$ cat src/rtl/fetch_pkg.sv
// fetch_pkg: shared types and constants for the instruction fetch stage.
//   WordWidth  - instruction / address word width (16)
//   OPC_HALT   - opcode in bits [15:12] that stops fetching
//   fetch_state_e - fetch FSM state encoding
package fetch_pkg;

    localparam int unsigned WordWidth = 16;
    localparam logic [3:0]  OPC_HALT  = 4'hF;

    typedef enum logic [2:0] {
        StIdle,
        StReq,
        StHold,
        StHalt,
        StDrop
    } fetch_state_e;

endpackage

$ cat src/rtl/fetch_unit_sat_counter.sv
// sat_counter: saturating up-counter with enable, cleared only by reset.
// Only needed by fetch_unit when FETCH_STALL_CNT_EN is defined, so the module
// is only compiled in that configuration.
//   clk   - clock
//   rst   - asynchronous active-high reset, clears the count
//   en    - count this cycle (ignored once saturated)
//   count - current count value
`ifdef FETCH_STALL_CNT_EN
module sat_counter #(
    parameter int unsigned Width = 16
) (
    input  logic             clk,
    input  logic             rst,
    input  logic             en,
    output logic [Width-1:0] count
);

    logic [Width-1:0] count_d;
    logic [Width-1:0] count_q;

    always_comb begin
        count_d = count_q;
        if (en && (count_q != {Width{1'b1}})) begin
            count_d = count_q + {{(Width-1){1'b0}}, 1'b1};
        end
    end

    always_ff @(posedge clk or posedge rst) begin
        if (rst) begin
            count_q <= '0;
        end else begin
            count_q <= count_d;
        end
    end

    assign count = count_q;

endmodule
`endif

$ cat src/rtl/fetch_unit.sv
// fetch_unit: instruction fetch stage of the 16-bit CPU.
// Reads the PC, fetches one word over a req/ack memory port, and holds it in a
// one-entry IF/ID buffer with a valid/ready handshake to decode.
// Optional feature macro: FETCH_STALL_CNT_EN adds the stall_cnt output.
// Ports:
//   clk, rst            - clock, asynchronous active-high reset
//   pc / pc_en          - current PC in; one-cycle PC write enable out
//   flush               - squash / redirect from execute (PC rewritten externally)
//   imem_req/addr       - memory request and byte address
//   imem_ack/rdata      - one-cycle acknowledge with instruction word
//   if_valid/instr/pc   - IF/ID buffer contents
//   id_ready            - decode accepts the buffered instruction
//   halted              - HALT fetched, no further requests until flush
//   stall_cnt           - cycles spent waiting on memory (optional)
module fetch_unit
    import fetch_pkg::*;
(
    input  logic                 clk,
    input  logic                 rst,
    input  logic [WordWidth-1:0] pc,
    output logic                 pc_en,
    input  logic                 flush,
    output logic                 imem_req,
    output logic [WordWidth-1:0] imem_addr,
    input  logic                 imem_ack,
    input  logic [WordWidth-1:0] imem_rdata,
    output logic                 if_valid,
    output logic [WordWidth-1:0] if_instr,
    output logic [WordWidth-1:0] if_pc,
    input  logic                 id_ready,
    output logic                 halted
`ifdef FETCH_STALL_CNT_EN
    ,
    output logic [WordWidth-1:0] stall_cnt
`endif
);

    fetch_state_e         state_d, state_q;
    logic [WordWidth-1:0] addr_d, addr_q;
    logic                 valid_d, valid_q;
    logic [WordWidth-1:0] instr_d, instr_q;
    logic [WordWidth-1:0] ipc_d, ipc_q;

    always_comb begin
        state_d = state_q;
        addr_d  = addr_q;
        valid_d = valid_q;
        instr_d = instr_q;
        ipc_d   = ipc_q;
        pc_en   = 1'b0;

        unique case (state_q)
            StIdle: begin
                // A flush here means the PC changes next cycle; wait for it.
                if (!flush) begin
                    addr_d  = pc;
                    state_d = StReq;
                end
            end
            StReq: begin
                if (flush) begin
                    // Data arriving with the flush is dropped; otherwise the
                    // outstanding request must still be drained.
                    state_d = imem_ack ? StIdle : StDrop;
                end else if (imem_ack) begin
                    pc_en   = 1'b1;
                    instr_d = imem_rdata;
                    ipc_d   = addr_q;
                    valid_d = 1'b1;
                    if (imem_rdata[WordWidth-1 -: 4] == OPC_HALT) begin
                        state_d = StHalt;
                    end else begin
                        state_d = StHold;
                    end
                end
            end
            StHold: begin
                if (flush) begin
                    valid_d = 1'b0;
                    state_d = StIdle;
                end else if (id_ready) begin
                    // PC already advanced by the pc_en pulse at the ack.
                    valid_d = 1'b0;
                    addr_d  = pc;
                    state_d = StReq;
                end
            end
            StHalt: begin
                if (flush) begin
                    valid_d = 1'b0;
                    state_d = StIdle;
                end else if (id_ready) begin
                    valid_d = 1'b0;
                end
            end
            StDrop: begin
                if (!flush && imem_ack) begin
                    addr_d  = pc;
                    state_d = StReq;
                end
            end
            default: begin
                state_d = StIdle;
            end
        endcase
    end

    always_ff @(posedge clk or posedge rst) begin
        if (rst) begin
            state_q <= StIdle;
            addr_q  <= '0;
            valid_q <= 1'b0;
            instr_q <= '0;
            ipc_q   <= '0;
        end else begin
            state_q <= state_d;
            addr_q  <= addr_d;
            valid_q <= valid_d;
            instr_q <= instr_d;
            ipc_q   <= ipc_d;
        end
    end

    assign imem_req  = (state_q == StReq) || (state_q == StDrop);
    assign imem_addr = addr_q;
    assign if_valid  = valid_q;
    assign if_instr  = instr_q;
    assign if_pc     = ipc_q;
    assign halted    = (state_q == StHalt);

`ifdef FETCH_STALL_CNT_EN
    logic stall_en;
    assign stall_en = imem_req && !imem_ack;

    sat_counter #(
        .Width(WordWidth)
    ) u_stall_cnt (
        .clk  (clk),
        .rst  (rst),
        .en   (stall_en),
        .count(stall_cnt)
    );
`endif

endmodule
$ cat config.mk
export PLATFORM = sky130hd
export DESIGN_NAME = fetch_unit
export DESIGN_NICKNAME = d
export VERILOG_FILES = /design/src/rtl/fetch_pkg.sv /design/src/rtl/fetch_unit_sat_counter.sv /design/src/rtl/fetch_unit.sv
export SDC_FILE = /design/constraint.sdc
export NUM_CORES = 1
export LEC_CHECK = 0
export BUFFER_PORTS_ARGS = -buffer_cell sky130_fd_sc_hd__buf_2
export CELL_PAD_IN_SITES_DETAIL_PLACEMENT = 2
export CELL_PAD_IN_SITES_GLOBAL_PLACEMENT = 2
export CORE_MARGIN = 5
export CORE_UTILIZATION = 33
export DETAILED_ROUTE_END_ITERATION = 8
export GPL_ROUTABILITY_DRIVEN = 0
export PLACE_DENSITY = 0.82
export SYNTH_ARGS = -nofsm -noshare
export SYNTH_HDL_FRONTEND = slang
export SYNTH_SLANG_ARGS = --single-unit
$ cat constraint.sdc
create_clock -name clk -period 3.4 [get_ports clk]
set_input_delay 0.34 -clock clk [delete_from_list [all_inputs] [get_ports clk]]
set_output_delay 0.34 -clock clk [all_outputs]
set_load 0.01 [all_outputs]
==> impl.org <==
** Routing
- For this run, design rule violations remaining after detail routing come to 0.
- Antenna viol nets, final :: 0
- Number of vias per cell after detailed routing :: 4.682
- Pre-antenna DRT Iters :: 2
- Vias :: 1400
- For this block, the initial DRC count from the detailed router was 19.
- DR WL/cell :: 17.73 µm
- The final layout contains routed wiring with a total length of 5302 µm.

** Critical path
- In this run the critical register-to-register path is captured at if_instr[10].
- Along the worst path, the maximum fanout reaches 18.
- The startpoint identified for the worst register-to-register timing path is state_q[2].
- Traced cell by cell, the critical path runs through nand2b_4 -> or3_1 -> clkinv_4 -> buf_2.
- First element of the critical path :: state_q[2]
- The critical path crosses 4 cells after its start point.
- Destination of the critical timing path :: pc_en
- CP Data Required Time :: 3060 ps
- Setup slack on the worst reg-to-reg path comes out at 1120 ps.
- Worst Path Class, Setup :: register to output port
- Kind of start point of the critical path :: register
- Sum of buffers and inverters on the critical path :: 2
- Measured in cells, the most critical reg-to-reg path has a length of 4.
- Gate family responsible for the most delay along the worst path :: simple AND/OR/NAND/NOR gates
- Library cell contributing the largest single delay on the critical path :: sky130_fd_sc_hd__or3_1
- Critical path data arrival time :: 2350 ps
- Critical path's largest stage delay :: 780 ps
- Element type at the critical path end :: output port

** Timing
- The number of endpoints with negative hold slack in the final report came to 0.
- Slew Limit Headroom :: 0.3233
- Setup repair after global routing left no endpoint under its margin.
- Highest Clock Rate :: 372.4 MHz
- Final setup viols :: 0
- The max-slew violation count was 0.
- Setup total negative slack on the finished layout was measured at 0 ps.
- Across the routed clock network, the largest skew measured is 8.888 ps.
- Period minus WS final :: 2685 ps
- Of the available clock period, the critical path in the final layout requires 0.7898.
- For the pin with the worst max-slew slack, the measured transition is 1015 ps.

** Clock tree
- In this run the post-CTS setup repair buffer count came out at 0.
- The clock reaches the later pin of the worst-skew pair after 310 ps.
- In this run the deepest clock path goes through 2 buffers.
- Clock tree synthesis selected as its root buffer the cell sky130_fd_sc_hd__clkbuf_8.
- Post-CTS clock slew at the launch and capture registers of the worst setup and hold paths :: 90 ps
- Clock tree sinks :: 52
- Number of H-tree branching levels :: 2
- Buffers inserted during clock tree synthesis total 5.
- CTS tree :: built
- Buffers inserted to repair hold after CTS numbered 0.
- Post-CTS Resized :: 0

** Yosys
- Count of unique library cells instantiated by Yosys :: 21
- Sequential element share of the synthesized area :: 0.6228
- Counting every instance in the synthesized netlist gives 130.
- The mapped netlist covers 0.002090 mm².
- In this run, synthesis produced a sequential element count of 52.
- Each instance of the synthesized netlist takes up on average 16.07 µm².
- Synthesized Nets :: 167
- YS warnings :: 0

** Power
- Combinational share of power :: 0.371
- Pwr/cell area :: 886.2 mW/mm²
- Switching pwr :: 786.3 µW
- In this run the static leakage power is 1.357 nW.
- Clock Power Share :: 0.179
- Worst IR drop on VDD :: 335.5 µV
- Cell internal power was estimated by the tool at 1.601 mW.
- Sequential fraction of design power :: 0.450
- Of the total power, the share spent switching nets is 0.3294.

** Finish
- From synthesis to final layout, the design area changed by 28.92%.
- Final design area excluding fillers :: 0.002694 mm²
- Count of nets after finishing :: 258
- Total of fill cells in the finished design :: 667
- Share of post-route cells with drive strength above 1 :: 0.6622
- For this run, the number of standard cells in the final layout without fillers is 299.
- Final antenna diode count :: 0

** Floorplan
- Core region area :: 0.006241 mm²
- 89 I/O pins were placed.
- The floorplan has 29 rows.
- DIE WIDTH :: 89.57 µm
- Height of the die :: 89.57 µm
- For this configuration, the core starts out at a cell density of 0.3348.
- The floorplan step defined a die boundary enclosing 0.008023 mm².

** Min path
- Kind of path behind the tightest hold check :: input pin to asynchronous set/reset pin

** Placed design
- DP Wirelength :: 4209 µm
- Placed Cells :: 291
- Once placement finished, the instance area stood at 0.002582 mm².
- Input/output buffers :: 88

** GRT
- The number of antenna violations at the first check in global routing came to 1.
- Aggregate global-route resource usage :: 0.1440
- The number of global-route vias before repair is 1647.
- Layer with the highest usage after global routing :: met2
- The first global-routing pass estimated 8569 µm of wire.
- Met2 layer usage reported by global route :: 0.2400
- For this run the aggregate overflow at the end of global routing stands at 0.
- Routing usage on met1 :: 0.1706
- Entering global routing, the biggest net connects 35 pins.
- In the global route stage, met3 resource usage came out at 0.06022.

** Job
- Across the run, the number of max-cap violations was 0.

** Status
- Result of the run :: finished, final reports clean
[layout by cell type, fill, tap and decap left out]
cell	count
sky130_fd_sc_hd__buf_2	88
sky130_fd_sc_hd__dfrtp_1	52
sky130_fd_sc_hd__mux2_2	38
sky130_fd_sc_hd__mux2_4	10
sky130_fd_sc_hd__clkbuf_8	5
sky130_fd_sc_hd__nor2_1	4
sky130_fd_sc_hd__nand2b_1	4
sky130_fd_sc_hd__inv_1	2
sky130_fd_sc_hd__nor3_1	2
sky130_fd_sc_hd__a21oi_1	2
sky130_fd_sc_hd__nor2b_1	1
sky130_fd_sc_hd__o211a_1	1
sky130_fd_sc_hd__a22oi_1	1
sky130_fd_sc_hd__nand2b_4	1
sky130_fd_sc_hd__a41o_1	1
sky130_fd_sc_hd__a21o_1	1
sky130_fd_sc_hd__or3_1	1
sky130_fd_sc_hd__clkinv_4	1
sky130_fd_sc_hd__inv_2	1
sky130_fd_sc_hd__o32a_1	1
sky130_fd_sc_hd__o21a_1	1
sky130_fd_sc_hd__inv_6	1
sky130_fd_sc_hd__bufinv_16	1
sky130_fd_sc_hd__clkbuf_1	1
sky130_fd_sc_hd__buf_4	1
[kinds of logic after synthesis]
family,count (synthesis),synth area share
compound gates,8,0.02994
buf+inv,9,0.03413
flops,52,0.6228
mux,48,0.2766
simple gates,13,0.03653
[worst min-delay path by stage]
stage	start	end	slack, ps	cells after the start
floorplan	flush	state_q[1]	410	1
global placement	if_pc[14]	if_pc[14]	480	1
detailed placement	if_instr[11]	if_instr[11]	490	1
CTS	rst	if_pc[8]	170	2
global route	rst	if_instr[10]	200	2
finish	rst	imem_addr[14]	140	2
[sequential cells by signal, indices dropped and copies added, names as in the netlist]
| name | count |
|---|---|
| if_instr | 16 |
| if_pc | 16 |
| if_valid | 1 |
| imem_addr | 16 |
| state_q | 3 |
[cells in the mapped netlist]
cell type | count | area [µm²]
sky130_fd_sc_hd__a21o_1 | 1 | 7.510
sky130_fd_sc_hd__a21oi_1 | 2 | 10.01
sky130_fd_sc_hd__a22oi_1 | 1 | 7.510
sky130_fd_sc_hd__a41o_1 | 1 | 10.01
sky130_fd_sc_hd__buf_2 | 2 | 10.01
sky130_fd_sc_hd__buf_6 | 1 | 11.26
sky130_fd_sc_hd__buf_8 | 2 | 30.03
sky130_fd_sc_hd__clkinv_4 | 1 | 8.760
sky130_fd_sc_hd__dfrtp_1 | 52 | 1301
sky130_fd_sc_hd__inv_1 | 3 | 11.26
sky130_fd_sc_hd__mux2_2 | 38 | 427.9
sky130_fd_sc_hd__mux2_4 | 10 | 150.1
sky130_fd_sc_hd__nand2b_1 | 4 | 25.02
sky130_fd_sc_hd__nand2b_4 | 1 | 13.76
sky130_fd_sc_hd__nor2_1 | 4 | 15.01
sky130_fd_sc_hd__nor2b_1 | 1 | 6.260
sky130_fd_sc_hd__nor3_1 | 2 | 10.01
sky130_fd_sc_hd__o211a_1 | 1 | 10.01
sky130_fd_sc_hd__o21a_1 | 1 | 7.510
sky130_fd_sc_hd__o32a_1 | 1 | 10.01
sky130_fd_sc_hd__or3_1 | 1 | 6.260
[worst reg2reg max path: cells and delay by family (launching register included)]
family | cells | cell delay, ps
AND/OR/NAND/NOR | 2 | 970
flip-flops | 1 | 450
multiplexers | 1 | 380
buffers and inverters | 1 | 370
[layout make-up]
class | count | area (µm²) | area share
tap | 77 | 96.34 | 0.03576
inverter | 4 | 20.02 | 0.007432
sequential | 52 | 1301 | 0.4830
clock buffer | 6 | 72.57 | 0.02694
timing repair buffer | 89 | 447.9 | 0.1663
multi-input combinational | 69 | 716.9 | 0.2661
clock inverter | 2 | 38.79 | 0.01440
[metal layers]
metal,vias up,share of wire
met5,-,0.0021
met1,700,0.38
li1,632,-
met2,58,0.51
met3,8,0.094
met4,2,0.011
[power by group through the flow]
| stage | logic (mW) | clock network, mW | registers (mW) |
|---|---|---|---|
| floorplan | 0.381 | 0 | 1.19 |
| global placement | 0.874 | 0 | 1.07 |
| CTS | 0.913 | 0.446 | 1.08 |
| global route | 0.972 | 0.475 | 1.12 |
| finish | 0.886 | 0.427 | 1.07 |
| detailed placement | 0.913 | 0 | 1.09 |
[stage by stage]
step | hold slack, ps | total power, mW | util | worst slack, ps
floorplan | 410.8 | 1.574 | - | 1686
global placement | 482.0 | 1.945 | 0.4138 | 1010
detailed placement | 490.5 | 2.003 | 0.4138 | 971.2
CTS | 165.3 | 2.441 | 0.4316 | 632.3
global route | 202.1 | 2.567 | 0.4316 | 498.8
finish | 142.3 | 2.387 | 0.4316 | 714.7
(Power assumes the default switching activity.)
